===== config.mk =====
export PLATFORM = sky130hd
export DESIGN_NAME = exe_stage_muldiv
export DESIGN_NICKNAME = d
export VERILOG_FILES = /design/src/rtl/exe_stage_muldiv.sv
export SDC_FILE = /design/constraint.sdc
export NUM_CORES = 2
export LEC_CHECK = 0
export ABC_CLOCK_PERIOD_IN_PS = 15300
export BUFFER_PORTS_ARGS = -buffer_cell sky130_fd_sc_hd__buf_2
export CAP_MARGIN = 20
export CORE_MARGIN = 8
export CORE_UTILIZATION = 45
export CTS_BUF_LIST = sky130_fd_sc_hd__clkbuf_4
export DETAILED_ROUTE_END_ITERATION = 6
export HOLD_SLACK_MARGIN = 0.12
export PLACE_DENSITY = 0.68
export SLEW_MARGIN = 20
export SYNTH_ARGS = -nofsm -noshare
export SYNTH_HDL_FRONTEND = slang
export SYNTH_SLANG_ARGS = --single-unit

===== constraint.sdc =====
create_clock -name clk -period 15.3 [get_ports clk]
set_input_delay 2.295 -clock clk [delete_from_list [all_inputs] [get_ports clk]]
set_output_delay 2.295 -clock clk [all_outputs]
set_load 0.03 [all_outputs]

===== src/rtl/exe_stage_muldiv.sv =====
// Execute stage of the 5-stage MIPS pipeline: ID/EXE register, MEM/WB forwarding,
// single-cycle ALU, iterative 32-step multiply/divide and branch resolution.
module exe_stage_muldiv #(
    parameter int XLEN      = 32,
    parameter int MD_CYCLES = XLEN
) (
    input  logic            clk,
    input  logic            rst,
    input  logic [8:0]      Commands,
    input  logic [XLEN-1:0] PC_ID,
    input  logic [XLEN-1:0] Val1_ID,
    input  logic [XLEN-1:0] Val2_ID,
    input  logic [XLEN-1:0] Reg2_ID,
    input  logic [4:0]      Src1_ID,
    input  logic [4:0]      Src2_ID,
    input  logic [4:0]      Dest_ID,
    input  logic            WB_EN_MEM,
    input  logic [4:0]      Dest_MEM,
    input  logic [XLEN-1:0] Result_MEM,
    input  logic            WB_EN,
    input  logic [4:0]      Dst_WB,
    input  logic [XLEN-1:0] Result_WB,
    output logic            WB_EN_EXE,
    output logic [4:0]      Dest_EXE,
    output logic            Branch_Predict,
    output logic [XLEN-1:0] Branch_Addr,
    output logic            Busy,
    output logic [XLEN-1:0] ALU_Result_M,
    output logic [XLEN-1:0] Store_Val_M,
    output logic [4:0]      Dest_M,
    output logic [1:0]      MEM_CMD_M,
    output logic            WB_EN_M
);

    localparam int SH_W = $clog2(XLEN);
    localparam int CW   = $clog2(MD_CYCLES);

    localparam logic [4:0] OP_ADD = 5'd1,  OP_SUB = 5'd2,  OP_AND = 5'd3,  OP_OR  = 5'd4,
                           OP_XOR = 5'd5,  OP_NOR = 5'd6,  OP_SLL = 5'd7,  OP_SRL = 5'd8,
                           OP_SRA = 5'd9,  OP_SLT = 5'd10, OP_MUL = 5'd11, OP_DIV = 5'd12,
                           OP_BEZ = 5'd13, OP_BNE = 5'd14, OP_JMP = 5'd15;

    typedef enum logic [1:0] {IDLE, RUN, DONE} md_state_e;

    function automatic logic [XLEN-1:0] fwd(
        input logic [4:0]      src,
        input logic [XLEN-1:0] id_val,
        input logic            wb_mem,
        input logic [4:0]      dst_mem,
        input logic [XLEN-1:0] res_mem,
        input logic            wb_wb,
        input logic [4:0]      dst_wb,
        input logic [XLEN-1:0] res_wb
    );
        if (src != 5'd0 && wb_mem && dst_mem == src)     return res_mem;
        else if (src != 5'd0 && wb_wb && dst_wb == src)  return res_wb;
        else                                             return id_val;
    endfunction

    function automatic logic [XLEN-1:0] alu(
        input logic [4:0]      op,
        input logic [XLEN-1:0] a,
        input logic [XLEN-1:0] b
    );
        logic signed [XLEN-1:0] sa;
        logic signed [XLEN-1:0] sb;
        sa = a;
        sb = b;
        case (op)
            OP_ADD:  return a + b;
            OP_SUB:  return a - b;
            OP_AND:  return a & b;
            OP_OR:   return a | b;
            OP_XOR:  return a ^ b;
            OP_NOR:  return ~(a | b);
            OP_SLL:  return a << b[SH_W-1:0];
            OP_SRL:  return a >> b[SH_W-1:0];
            OP_SRA:  return sa >>> b[SH_W-1:0];
            OP_SLT:  return {{(XLEN-1){1'b0}}, (sa < sb)};
            default: return '0;
        endcase
    endfunction

    logic [8:0]      cmd_q;
    logic [XLEN-1:0] pc_q, val1_q, val2_q, reg2_q;
    logic [4:0]      src1_q, src2_q, dest_q;

    logic            use_imm, wb_en;
    logic [4:0]      op;
    logic [1:0]      mem_cmd;
    logic [XLEN-1:0] a_fwd, r_fwd, b_op;
    logic            is_md, writes;

    md_state_e       state_q, state_d;
    logic [CW-1:0]   cnt_q, cnt_d;
    logic [XLEN-1:0] acc_q, acc_d, opa_q, opa_d, opb_q, opb_d;
    logic [XLEN:0]   rem_sh;

    logic [XLEN-1:0] res_q, store_q;
    logic [4:0]      dest_m_q;
    logic [1:0]      mem_m_q;
    logic            wb_m_q;

    assign {use_imm, op, mem_cmd, wb_en} = cmd_q;

    assign a_fwd = fwd(src1_q, val1_q, WB_EN_MEM, Dest_MEM, Result_MEM, WB_EN, Dst_WB, Result_WB);
    assign r_fwd = fwd(src2_q, reg2_q, WB_EN_MEM, Dest_MEM, Result_MEM, WB_EN, Dst_WB, Result_WB);
    assign b_op  = use_imm ? val2_q : r_fwd;

    assign is_md  = (op == OP_MUL) || (op == OP_DIV);
    assign writes = (op >= OP_ADD) && (op <= OP_SLT);

    assign Branch_Predict = (op == OP_JMP) ||
                            (op == OP_BEZ && a_fwd == '0) ||
                            (op == OP_BNE && a_fwd != r_fwd);
    assign Branch_Addr    = pc_q + {val2_q[XLEN-3:0], 2'b00};
    assign Busy           = (state_q == IDLE && is_md) || (state_q == RUN);

    assign WB_EN_EXE    = wb_en;
    assign Dest_EXE     = dest_q;
    assign ALU_Result_M = res_q;
    assign Store_Val_M  = store_q;
    assign Dest_M       = dest_m_q;
    assign MEM_CMD_M    = mem_m_q;
    assign WB_EN_M      = wb_m_q;

    // ID/EXE boundary: hold while stalled, squash behind a taken branch
    always_ff @(posedge clk) begin
        if (rst) begin
            cmd_q  <= '0;
            pc_q   <= '0;
            val1_q <= '0;
            val2_q <= '0;
            reg2_q <= '0;
            src1_q <= '0;
            src2_q <= '0;
            dest_q <= '0;
        end else if (!Busy) begin
            if (Branch_Predict) begin
                cmd_q  <= '0;
                pc_q   <= '0;
                val1_q <= '0;
                val2_q <= '0;
                reg2_q <= '0;
                src1_q <= '0;
                src2_q <= '0;
                dest_q <= '0;
            end else begin
                cmd_q  <= Commands;
                pc_q   <= PC_ID;
                val1_q <= Val1_ID;
                val2_q <= Val2_ID;
                reg2_q <= Reg2_ID;
                src1_q <= Src1_ID;
                src2_q <= Src2_ID;
                dest_q <= Dest_ID;
            end
        end
    end

    // Multiply/divide sequencer: acc is the product or the partial remainder,
    // opa is the multiplier or the dividend that becomes the quotient.
    always_comb begin
        state_d = state_q;
        cnt_d   = cnt_q;
        acc_d   = acc_q;
        opa_d   = opa_q;
        opb_d   = opb_q;
        rem_sh  = '0;
        case (state_q)
            IDLE: begin
                if (is_md) begin
                    state_d = RUN;
                    cnt_d   = '0;
                    acc_d   = '0;
                    opa_d   = a_fwd;
                    opb_d   = b_op;
                end
            end
            RUN: begin
                if (op == OP_DIV) begin
                    rem_sh = {acc_q, opa_q[XLEN-1]};
                    opa_d  = {opa_q[XLEN-2:0], 1'b0};
                    if (rem_sh >= {1'b0, opb_q}) begin
                        acc_d    = rem_sh[XLEN-1:0] - opb_q;
                        opa_d[0] = 1'b1;
                    end else begin
                        acc_d = rem_sh[XLEN-1:0];
                    end
                end else begin
                    if (opa_q[0]) acc_d = acc_q + opb_q;
                    opa_d = opa_q >> 1;
                    opb_d = opb_q << 1;
                end
                cnt_d = cnt_q + CW'(1);
                if (cnt_q == CW'(MD_CYCLES - 1)) state_d = DONE;
            end
            DONE:    state_d = IDLE;
            default: state_d = IDLE;
        endcase
    end

    always_ff @(posedge clk) begin
        if (rst) begin
            state_q <= IDLE;
            cnt_q   <= '0;
        end else begin
            state_q <= state_d;
            cnt_q   <= cnt_d;
        end
    end

    always_ff @(posedge clk) begin
        acc_q <= acc_d;
        opa_q <= opa_d;
        opb_q <= opb_d;
    end

    // EXE/MEM boundary
    always_ff @(posedge clk) begin
        if (rst || Busy) begin
            res_q    <= '0;
            store_q  <= '0;
            dest_m_q <= '0;
            mem_m_q  <= '0;
            wb_m_q   <= 1'b0;
        end else if (state_q == DONE) begin
            res_q    <= (op == OP_DIV) ? opa_q : acc_q;
            store_q  <= r_fwd;
            dest_m_q <= dest_q;
            mem_m_q  <= mem_cmd;
            wb_m_q   <= wb_en;
        end else begin
            res_q    <= alu(op, a_fwd, b_op);
            store_q  <= r_fwd;
            dest_m_q <= dest_q;
            mem_m_q  <= writes ? mem_cmd : 2'b00;
            wb_m_q   <= writes ? wb_en : 1'b0;
        end
    end

endmodule


==> impl_metrics.tcl <==
set metrics [dict create \
    worstPathRequired_ps 13010 \
    cts_root_buf "clkbuf_4" \
    cts_hold_buf 0 \
    synth.cell_area_sq_mm 0.02843 \
    synth.largest_area_cell "dfxtp_1" \
    setup_tns_ps 0 \
    gp_congestion 1.049 \
    crit_path_start_kind "input port" \
    crit_type "input port to output pin" \
    dieWidth_microns 267.3 \
    timing.final.ws_setup_ps 6781 \
    coreArea_sq_mm 0.06274 \
    final_area_sq_mm 0.03210 \
    ctsResizeCount 0 \
    placed_cell_area_sq_mm 0.03075 \
    dp_hpwl_mm 106.1 \
    drtAntennaViolNets 0 \
    cts-htree-levels 3 \
    synth_cells 3618 \
    numPortBuffers 341 \
    syn_nets 4040 \
    post_drt_wl_per_cell_microns 28.68 \
    ys_warn_count 0 \
    cp_max_fo 35 \
    synth_top_area_share_pct 16.27 \
    antenna_found_initial 16 \
    finClkSkew_ps 101.3 \
    hp-class "flip-flop to flip-flop" \
    post_cts_buffers 0 \
    chipHeight_microns 267.3 \
    synthToLayoutAreaGrowth_pct 12.94 \
    hold_violations 0 \
    clk_pin_slew_ps 60 \
    synth.distinct_cells 102 \
    drive_gt1_share_pct 17.24 \
    whs_ps 432.4 \
    ir_drop_mv 0.07816 \
    grt_pass1_vias 30620 \
    relSlewSlack_pct 17.93 \
    synth-main-ff-cell "dfxtp_1" \
    p_leak_uw 0.01376 \
    fmax_ghz 0.1174 \
    rsz0062_at_grt "false" \
    drt_iter0_drc 3943 \
    vias_per_cell 6.504 \
    drv_cap 0 \
    yosysSeqAreaShare_pct 26.41 \
    cts_tree "built" \
    cts_buffers 97 \
    post-route-period-util_pct 55.68 \
    place_ws_ps 6325 \
    grt_max_degree 95 \
    total_power_uw 3206 \
    post-route-min-period_ps 8519 \
    grt_usage_pct 37.37 \
    grt_pass1_wl_mm 201.3 \
    wl_mm 138.5 \
    setup_viol 0 \
    ios 342 \
    fillers 6280 \
    worst_pin_slew_ps 1214 \
    avgSynthCellArea_sq_um 7.857 \
    clk_latency_ps 960 \
    die-area_sq_mm 0.07147 \
    power.density_mw_per_mm2 99.87 \
    start_util_pct 45.31 \
    ys_ff_latch 327 \
    fin_nets 4313 \
    multiInputGateArea_sq_mm 0.01926 \
    drc 0 \
    critPathArrivalTime_ps 6220 \
    clockBufferDepth 3 \
    async_flop_share_pct 0 \
    row_count 92 \
    grt_overflow 0 \
    clock-sinks 327 \
    vias 31410 \
    mostFrequentLayoutCells "buf_2 (341), a21oi_1 (308), nand2_1 (289)" \
    synth_edf_count 96 \
    dr.pass1.iters 6 \
    netlist_top_cells_area "dfxtp_1 (16%), edfxtp_1 (10%), ha_1 (8.3%)" \
    area.sequential_sq_mm 0.007508 \
    end_kind "output pin" \
    slew_violations 0 \
    layout_commonest_cell "buf_2" \
    status "completed" \
]
-- worst max-delay path: stages --
cell and delay [ps]:
buf_2 120, xnor2_1 120, nand4_1 100, buf_4 330, or2_2 860, a31oi_2 490, inv_1 410, xnor2_1 230
nand4_1 220, a211oi_1 240, nand3_1 120, a41o_1 410, buf_2 250
-- per-stage QoR --
step,utilization (%),instances
global placement,49.01,4637
CTS,51.10,4819
detailed placement,49.02,4637
global route,51.16,4826
finish,51.17,4830
floorplan,-,3618
-- cells in the mapped netlist (all sizes together), types with 16 or more instances --
| master | instances |
|---|---|
| o22ai | 27 |
| a211oi | 47 |
| and3 | 20 |
| nand2b | 39 |
| a21oi | 309 |
| xor2 | 30 |
| nand3 | 176 |
| nor4 | 36 |
| o21bai | 26 |
| dfxtp | 231 |
| a31oi | 70 |
| a22o | 157 |
| o31ai | 30 |
| a221oi | 20 |
| nor2 | 275 |
| nor3 | 104 |
| xnor2 | 115 |
| o21a | 23 |
| a21o | 63 |
| clkbuf | 162 |
| buf | 89 |
| o21ai | 296 |
| ha | 188 |
| and2 | 64 |
| or3 | 16 |
| edfxtp | 96 |
| inv | 159 |
| o211ai | 73 |
| a221o | 25 |
| mux2i | 103 |
| nand2 | 290 |
| nor2b | 21 |
| nand4 | 31 |
-- layer usage --
layer  vias to the layer above  wire, microns  share of wire, %  GRT usage [%]
met5                         -             61             0.044              0
met4                        10          10190               7.4          22.95
met3                       499          14490                10          9.868
met2                      1968          59990                43          57.71
met1                     14840          53800                39          46.27
li1                      14100              -                 -              -
-- cell families after synthesis --
group / count (synthesis) / synth area share [%]
compound gates: 1321 / 31.75
simple gates: 1109 / 18.49
buf+inv: 411 / 6.228
flops: 327 / 26.41
fa+ha+maj: 193 / 8.592
xor+xnor: 145 / 4.468
mux: 112 / 4.063
-- where the power goes --
group | switching (uW) | internal (uW) | total (uW) | leakage, uW
sequential | 50.5 | 952 | 1000 | 0.00280
clock | 457 | 450 | 908 | 0.000778
combinational | 884 | 412 | 1300 | 0.0102
total | 1390 | 1810 | 3210 | 0.0138
-- final timing paths --
| check | startpoint | endpoint | slack (ps) | cells past startpoint |
|---|---|---|---|---|
| max | Dest_MEM[2] | Branch_Predict | 6780 | 13 |
| min | cmd_q[2] | MEM_CMD_M[1] | 430 | 2 |
| max reg2reg | src1_q[0] | ALU_Result_M[9] | 8530 | 13 |
| min reg2reg | cmd_q[2] | MEM_CMD_M[1] | 430 | 2 |
-- registers in the layout, summed over array words and instances, names as in the netlist --
name          count
ALU_Result_M     32
Store_Val_M      32
acc_q            32
opa_q            32
opb_q            32
pc_q             32
reg2_q           32
val1_q           32
val2_q           32
cmd_q             9
Dest_EXE          5
Dest_M            5
cnt_q             5
src1_q            5
src2_q            5
MEM_CMD_M         2
state_q           2
WB_EN_M           1
-- layout make-up --
type	count	area share (%)
Multi-Input combinational cell	2880	60.01
Clock buffer	134	3.133
Antenna cell	10	0.07795
Clock inverter	48	0.9353
Sequential cell	327	23.39
Timing Repair Buffer	425	7.292
Inverter	160	1.871
Tap cell	846	3.297
No activity file was read; power rests on OpenSTA's default activity.
